### src/rtl/fp_vec_result_buffer.sv
// Elastic FWFT result buffer behind the 4-lane FP vector adder: tags each vector, flags almost_full/overflow.
// Optional feature macro: FP_CANON_EN (flush zero/subnormal lanes to +0 on write).
module fp_vec_result_buffer #(
  parameter int EXP_BITS  = 5,
  parameter int MANT_BITS = 6,
  parameter int DEPTH     = 8,
  parameter int AF_MARGIN = 2,
  parameter int ID_BITS   = 8,
  localparam int W        = 1 + EXP_BITS + MANT_BITS,
  localparam int CW       = $clog2(DEPTH + 1)
) (
  input  logic               clk,
  input  logic               rst,
  input  logic               in_valid,
  input  logic [W-1:0]       a_in,
  input  logic [W-1:0]       b_in,
  input  logic [W-1:0]       c_in,
  input  logic [W-1:0]       d_in,
  output logic               out_valid,
  input  logic               out_ready,
  output logic [W-1:0]       a_out,
  output logic [W-1:0]       b_out,
  output logic [W-1:0]       c_out,
  output logic [W-1:0]       d_out,
  output logic [ID_BITS-1:0] out_id,
  output logic [CW-1:0]      count,
  output logic               almost_full,
  output logic               overflow
);

  localparam int PW = $clog2(DEPTH);
  localparam int EW = 4 * W + ID_BITS;
  localparam logic [CW-1:0] FULL_CNT = CW'(DEPTH);
  localparam logic [CW-1:0] AF_TH    = CW'(DEPTH - AF_MARGIN);

  // Handshake: the head entry transfers on a cycle where out_valid && out_ready;
  // out_valid never depends on out_ready, and the write side has no backpressure.

  logic [EW-1:0]      mem [DEPTH];
  logic [PW-1:0]      wr_ptr;
  logic [PW-1:0]      rd_ptr;
  logic [ID_BITS-1:0] next_id;
  logic [CW-1:0]      count_q;
  logic [CW-1:0]      count_nxt;
  logic               push;
  logic               pop;
  logic               drop;
  logic [EW-1:0]      wr_data;

  function automatic logic [W-1:0] canon(input logic [W-1:0] lane);
`ifdef FP_CANON_EN
    canon = (lane[W-2 -: EXP_BITS] == '0) ? '0 : lane;
`else
    canon = lane;
`endif
  endfunction

  assign out_valid = (count_q != '0);
  assign count     = count_q;
  assign pop       = out_valid && out_ready;
  // A full buffer still accepts when the head leaves in the same cycle.
  assign push      = in_valid && ((count_q < FULL_CNT) || pop);
  assign drop      = in_valid && !push;
  assign wr_data   = {next_id, canon(d_in), canon(c_in), canon(b_in), canon(a_in)};

  assign {out_id, d_out, c_out, b_out, a_out} = mem[rd_ptr];

  always_comb begin
    count_nxt = count_q;
    if (push && !pop) begin
      count_nxt = count_q + CW'(1);
    end else if (pop && !push) begin
      count_nxt = count_q - CW'(1);
    end
  end

  always_ff @(posedge clk) begin
    if (rst) begin
      wr_ptr      <= '0;
      rd_ptr      <= '0;
      next_id     <= '0;
      count_q     <= '0;
      almost_full <= 1'b0;
      overflow    <= 1'b0;
    end else begin
      count_q     <= count_nxt;
      almost_full <= (count_nxt >= AF_TH);
      overflow    <= overflow || drop;
      if (push) begin
        wr_ptr  <= wr_ptr + PW'(1);
        next_id <= next_id + ID_BITS'(1);
      end
      if (pop) begin
        rd_ptr <= rd_ptr + PW'(1);
      end
    end
  end

  // Storage carries no reset; contents are only observable once out_valid is high.
  always_ff @(posedge clk) begin
    if (push) begin
      mem[wr_ptr] <= wr_data;
    end
  end

endmodule

### config.mk
export PLATFORM = sky130hd
export DESIGN_NAME = fp_vec_result_buffer
export DESIGN_NICKNAME = d
export VERILOG_FILES = /design/src/rtl/fp_vec_result_buffer.sv
export SDC_FILE = /design/constraint.sdc
export NUM_CORES = 1
export LEC_CHECK = 0
export BUFFER_PORTS_ARGS = -buffer_cell sky130_fd_sc_hd__buf_4
export CORE_AREA = 2 2 248 250
export CTS_CLUSTER_SIZE = 40
export DETAILED_ROUTE_END_ITERATION = 8
export DIE_AREA = 0 0 250 252
export PLACE_DENSITY_LB_ADDON = 0.25
export SYNTH_ARGS = -nofsm -noshare
export SYNTH_HDL_FRONTEND = slang
export SYNTH_SLANG_ARGS = --single-unit
### constraint.sdc
create_clock -name clk -period 10.38 [get_ports clk]
set_clock_uncertainty 0.15 [all_clocks]
set_input_delay 1.038 -clock clk [delete_from_list [all_inputs] [get_ports clk]]
set_output_delay 1.038 -clock clk [all_outputs]
set_load 0.05 [all_outputs]
# ---- Word-level counts from Yosys, hierarchy flattened
# Memory sizes are Yosys's and may differ from the RTL's. A register that Yosys moved wholly into a read port is not among the register bits.
# Cells that the tools add are included.
dict set report word_totals {
  register_bits 20
  ram_bits 448
  out_inout_bits 63
  word_cells 30
  memories 1
}
dict set report classes {
  add_sub_neg 5
  magnitude_cmp 2
  muxes 6
  reduce_logical 10
}
# name depth width rd rd_clocked_by_memory_dff wr line_no
set memory_table {}
lappend memory_table {mem 8 56 1 1 1 39} ;# logic [EW-1:0] mem [DEPTH];
# operator n
set op_table {}
lappend op_table {{$add 8x1->8 const B} 1}
lappend op_table {{$mux 4} 2}
lappend op_table {{$add 3x1->3 const B} 2}
lappend op_table {{$mux 3} 2}
lappend op_table {{$logic_and 1x1->1} 5}
lappend op_table {{$add 4x1->4 const B} 1}
lappend op_table {{$ge 4x3->1 const B} 1}
lappend op_table {{$lt 4x4->1 const B} 1}
lappend op_table {{$reduce_bool 4->1} 1}
lappend op_table {{$sub 4x1->4 const B} 1}
lappend op_table {{$logic_not 1->1} 2}
lappend op_table {{$logic_or 1x1->1} 2}
lappend op_table {{$mux 1} 2}

# ---- Logic depth before layout (Yosys ltp)
# Gate-level depths: netlist (run 1).
dict set report logic_depth {
  depth_word 9
  mapped_depth 7
  mapped_depth_nobuf 6
}

# ---- Least setup slack after synthesis (run 1)
# Ideal clock, no wire load.
dict set report synth_path {
  kind {input port to flip-flop}
  from {input out_ready}
  to {memory mem[0][0] in the netlist's numbering (enable)}
  setup_ns 0.609
  arrival_time_ns 6.984
  required_time_ns 9.621
  slack_ns 2.637
  cell_stages 4
  n_path_buf 1
  cell_sequence {nand2b_1 -> clkbuf_1 -> nand2_1 -> nor4_1}
}
dict set report synth_between {
  elab_chain_len 5
}
# element line_no
set synth_lines {}
lappend synth_lines {{start: declaration} 20} ;# input logic out_ready,
lappend synth_lines {{$logic_and 1x1->1} 60} ;# assign pop = out_valid && out_ready;
lappend synth_lines {{$logic_or 1x1->1} 62} ;# assign push = in_valid && ((count_q < FULL_CNT) || pop);
lappend synth_lines {{$logic_and 1x1->1} 62}
lappend synth_lines {{$mux 1} 101} ;# if (push) begin
lappend synth_lines {{$mux 1 (implied by the code)} 102} ;# mem[wr_ptr] <= wr_data;
lappend synth_lines {{end: declaration} 39}
# Every way passes these cells.

==> results of run 1 <==
## layout make-up
| cell class | instances | area share [%] |
|---|---|---|
| diodes | 1 | 0.0117 |
| clock inverters | 37 | 1.39 |
| clock buffers | 59 | 6.32 |
| well taps | 782 | 4.58 |
| inverters | 6 | 0.105 |
| multi-input cells | 265 | 17.8 |
| flip-flops and latches | 471 | 65.2 |
| repair buffers | 131 | 4.61 |
## per-stage QoR
step / hold slack (ns) / instance area [um2]
2_1_floorplan: 0.304 / 17900
3_3_place_gp: 0.320 / 19700
3_5_place_dp: 0.332 / 19700
4_1_cts: 0.349 / 21300
5_1_grt: 0.387 / 21300
6_report: 0.348 / 21400
## registers in the layout, indices dropped and copies added, names as in the netlist, named ones only
signal / flops
mem: 448
next_id: 8
count: 4
rd_ptr: 3
wr_ptr: 3
almost_full: 1
overflow: 1
## per-layer routing
metal  part of all wire, %  vias to the layer above  global-route usage (%)  wire [um]
li1                      -                     3587                       -          -
met1                    44                     4354                    16.1      17000
met2                    48                      157                    20.2      18500
met3                   4.8                       63                    2.89       1840
met4                   2.4                        4                    3.71        901
met5                 0.086                        -                       0         33
## worst max-delay path: cells and delay by family, from the launching register on
family | cells | cell delay [ns]
buffers and inverters | 2 | 1.09
muxes | 2 | 0.77
DFF | 1 | 0.95
## kinds of logic after synthesis
| group | synth area share [%] |
|---|---|
| multiplexers | 17.7 |
| AND/OR/NAND/NOR | 1.78 |
| adder cells (fa/ha/maj) | 0.349 |
| AO/OA/AOI/OAI | 0.692 |
| XOR/XNOR | 0.440 |
| flip-flops | 77.7 |
| buffers and inverters | 1.36 |
## final timing paths
path	startpoint	endpoint	slack, ns	depth (start not counted)
max	flop	out_id[7]	5.75	4
min	rd_ptr[1]	flop	0.35	2
max reg2reg	count[3]	mem[5][43]	7.17	4
min reg2reg	rd_ptr[1]	flop	0.35	2
## report_power, final
part	total, mW	internal [mW]	switching (mW)	leakage (nW)
clock network	1.78	1.05	0.729	0.820
logic	0.713	0.288	0.424	1.70
registers	2.19	2.14	0.0462	4.28
total	4.68	3.48	1.20	6.80
## cell usage in the layout (no fill, tap or decap), types with 6 or more instances in the layout
cell type / instances
xor2_1: 8
nand3_1: 10
clkbuf_1: 6
edfxtp_1: 448
dfxtp_1: 20
a21oi_1: 7
nor2_1: 14
nand2_1: 7
clkbuf_16: 53
buf_4: 131
inv_1: 6
mux4_2: 112
clkinv_1: 16
clkinv_2: 14
mux2_2: 56
==> results.py, run 1 <==
metrics = {
    "global_route": {
        "antenna_found_initial": 3,
        "grt_util_all_layers_pct": 12.3,
        "grt_pass1_vias": 8825,
        "grt-ovfl-total": 0,
        "grt_max_degree": 61,
        "grt_pass1_wl_mm": 57.3,
    },
    "cells_and_area": {
        "drive_above_1_share_pct": 39.6,
        "post-route-util_pct": 35.5,
        "area.growth.synth_to_final_pct": 19.3,
        "final_cells": 1752,
        "nets": 984,
        "seq_area_um2": 13900,
        "fillers": 5604,
        "multi_input_area_um2": 3800,
    },
    "route": {
        "initialDrtViolationCount": 389,
        "vias": 8165,
        "wirelength_mm": 38.3,
        "vias_per_cell": 4.66,
        "wl_per_cell_um": 21.8,
        "first_pass_iters": 5,
        "ant_nets": 0,
        "drc": 0,
    },
    "sta": {
        "relSlewSlack_pct": 28.0,
        "worstMarginPinSlew_ns": 1.08,
        "fin_setup_tns_ns": 0,
        "maxSlewViolCount": 0,
        "finalHoldViolCount": 0,
        "fin_crit_ns": 4.63,
        "post-route-period-util_pct": 44.6,
        "rsz0062_at_grt": "no",
        "final.setup.worst_slack_ns": 5.75,
        "setup_violations": 0,
        "max_freq_ghz": 0.216,
    },
    "synth": {
        "synth_nets": 838,
        "synthCells": 781,
        "synth_seq_cells": 471,
        "yosys-top-cells-area": "edfxtp_1, mux4_2, mux2_2",
        "ys_top_cells_by_count": "edfxtp_1, mux4_2, mux2_2",
        "seq_area_frac_synth_pct": 77.7,
        "ys_types": 36,
        "synth_area_leader_cell": "edfxtp_1",
        "synth_top_cell_area_share_pct": 75.1,
        "synth_edf_count": 448,
        "yosys_warnings": 0,
        "synth.most_common_cell": "edfxtp_1",
        "postSynthAreaPerCell_um2": 22.9,
        "syn_area_um2": 17900,
        "ys_dominant_reg_cell": "edfxtp_1",
        "async_flop_share_pct": 0,
    },
    "clock_tree": {
        "clk_path_buf_depth": 3,
        "postCtsResizedCells": 0,
        "cts_tree": "built",
        "insertion_delay_ns": 0.58,
        "clock_sinks": 471,
        "cts_hold_buffers": 0,
        "post-cts-setup-buffers": 0,
        "root_buffer": "clkbuf_16",
        "cts.clk_slew.worst_paths_ns": 0.06,
        "cts_buffers": 52,
        "cts.htree.levels": 2,
    },
    "critical_path": {
        "end_kind": "output port",
        "cpMostUsedCell": "buf_4",
        "crit_chain": "buf_4 > mux4_2 > mux2_2 > buf_4",
        "slowest_delay_ns": 0.95,
        "cp-start-kind": "flop",
        "crit_arrival_ns": 3.44,
        "required_ns": 9.19,
        "path_max_fanout": 60,
        "cp_slowest_cell": "dfxtp_4",
        "criticalPathCategory": "reg2out",
    },
    "min_path": {
        "hp-class": "reg2reg",
    },
    "placed_design": {
        "placedCellCount": 1655,
        "gp_congestion": 0.661,
        "dpl.hpwl_mm": 19.6,
        "portBuffers": 114,
        "post-place-ws_ns": 6.24,
    },
    "floorplanning": {
        "coreArea_um2": 60100,
        "io_pins": 115,
        "rows": 90,
        "die_w_um": 250,
        "start_util_pct": 29.8,
        "die_area_um2": 63000,
        "dieHeight_um": 252,
    },
    "power": {
        "vdd_ir_drop_max_uv": 118,
        "p_per_area_nw_per_um2": 219,
        "finalPower_mw": 4.68,
        "leakage_nw": 6.80,
    },
    "status": {
        "status": "finished, final reports clean",
    },
    "run": {
        "maxCapViolCount": 0,
    },
}
No activity file was read; power rests on OpenSTA's default activity.
==> inputs of run 2 (changes only) <==
Clock period 10.38 ns to 4.7 ns, I/O delays scaled along.
==> results.py, run 2 (synthesis gave the netlist of run 1 again) <==
metrics = {
    "clock_tree": {
        "cts_tree": "built",
        "clock_sinks": 471,
        "root_buffer": "clkbuf_16",
        "cts.clk_slew.worst_paths_ns": 0.06,
        "cts.htree.levels": 2,
        "clk_path_buf_depth": 3,
        "post-cts-setup-buffers": 0,
        "cts_buffers": 50,
        "insertion_delay_ns": 0.58,
    },
    "placed_design": {
        "gp_congestion": 0.694,
        "post-place-ws_ns": 1.61,
        "dpl.hpwl_mm": 20.5,
        "placedCellCount": 1660,
        "portBuffers": 114,
    },
    "sta": {
        "rsz0062_at_grt": "no",
        "max_freq_ghz": 0.286,
        "whs_ns": 0.0844,
        "fin_setup_tns_ns": 0,
        "maxSlewViolCount": 0,
        "final.setup.worst_slack_ns": 1.20,
        "post-route-period-util_pct": 74.5,
        "worstMarginPinSlew_ns": 1.02,
        "setup_violations": 0,
        "fin_crit_ns": 3.50,
        "finalHoldViolCount": 0,
        "relSlewSlack_pct": 31.8,
    },
    "power": {
        "vdd_ir_drop_max_uv": 223,
        "p_int_mw": 7.74,
        "seqPwrFrac_pct": 46.4,
        "p_switching_mw": 2.67,
        "swShare_pct": 25.7,
        "leakage_nw": 7.02,
        "combPwrFrac_pct": 15.7,
        "clkPwrFrac_pct": 37.9,
        "p_per_area_nw_per_um2": 475,
    },
    "critical_path": {
        "r2r_slack_ns": 1.92,
        "r2r-start": "count[3]",
        "crit_path_end": "d_out[3]",
        "end_kind": "output port",
        "cp-start-kind": "flop",
        "r2r_cells": 4,
        "crit_arrival_ns": 2.88,
        "path_max_fanout": 29,
        "required_ns": 4.08,
        "criticalPathCategory": "reg2out",
        "r2r-end": "mem[6][11]",
    },
    "floorplanning": {
        "coreArea_um2": 60100,
        "die_area_um2": 63000,
        "rows": 90,
        "io_pins": 115,
        "die_w_um": 250,
        "start_util_pct": 29.8,
        "dieHeight_um": 252,
    },
    "route": {
        "vias": 8218,
        "ant_nets": 0,
        "vias_per_cell": 4.57,
        "initialDrtViolationCount": 458,
        "first_pass_iters": 4,
        "wl_per_cell_um": 21.4,
        "wirelength_mm": 38.5,
        "drc": 0,
    },
    "cells_and_area": {
        "mostFrequentLayoutCell": "edfxtp_1",
        "regMostFlops": "mem",
        "multi_input_area_um2": 3810,
        "area.growth.synth_to_final_pct": 22.4,
        "largest_register_ffs": 448,
        "drive_above_1_share_pct": 38.2,
        "final_cells": 1800,
        "layout_common_cells": "edfxtp_1, buf_4, mux4_2",
        "antennaDiodeCount": 0,
        "seq_area_um2": 13900,
        "nets": 1035,
        "fillers": 5558,
    },
    "global_route": {
        "grt_pass1_vias": 8976,
        "grt-ovfl-total": 0,
        "grt_max_degree": 57,
        "antenna_found_initial": 2,
        "grt_util_all_layers_pct": 12.2,
        "grt_pass1_wl_mm": 57.3,
    },
    "run": {
        "maxCapViolCount": 0,
    },
    "status": {
        "status": "finished, final reports clean",
    },
    "min_path": {
        "hp-class": "in2reg",
        "hold_start": "rst",
    },
}
==> run 2: worst max-delay path: stages, from the launching register on <==
cell and delay, ns:
dfxtp_4 0.75, buf_4 0.48, mux4_2 0.54, mux2_2 0.30, buf_4 0.20
==> run 2: how the worst min path moves through the flow <==
stage	to	depth (start not counted)
floorplan	flop	2
global placement	overflow	2
detailed placement	overflow	2
CTS	count[2]	2
global route	next_id[3]	2
finish	count[2]	2
==> run 2: final cells by class <==
| class | instances | area share [%] |
|---|---|---|
| timing repair buffer | 184 | 7.02 |
| sequential | 471 | 63.5 |
| tap | 782 | 4.46 |
| multi-input combinational | 265 | 17.4 |
| inverter | 6 | 0.103 |
| clock inverter | 31 | 1.31 |
| clock buffer | 61 | 6.19 |
==> run 2: stage by stage <==
stage / utilization, % / instance area (um2) / power (mW)
5_1_grt: 36.5 / 21900 / 10.8
2_1_floorplan: - / 17900 / 6.08
3_3_place_gp: 32.9 / 19800 / 6.55
4_1_cts: 36.5 / 21900 / 10.6
3_5_place_dp: 32.9 / 19800 / 6.57
6_report: 36.5 / 21900 / 10.4
==> run 2: what timing repair did <==
action | in CTS | in global routing
gates resized for setup | 0 | 0
hold buffers | 48 | 0
endpoints found under the hold margin | 384 | 0
==> run 2: power by group through the flow <==
stage          Clock [mW]  Combinational (mW)  Sequential, mW
2_1_floorplan           0                1.19            4.89
3_3_place_gp            0                1.63            4.92
5_1_grt              4.23                1.74            4.85
6_report             3.94                1.63            4.83
3_5_place_dp            0                1.64            4.93
4_1_cts              4.08                1.68            4.84
==> run 2: layer usage <==
layer	track usage (%)	routed length, um
met5	0	22
met4	2.89	597
met3	2.94	1660
met2	20.3	19000
met1	16.2	17300
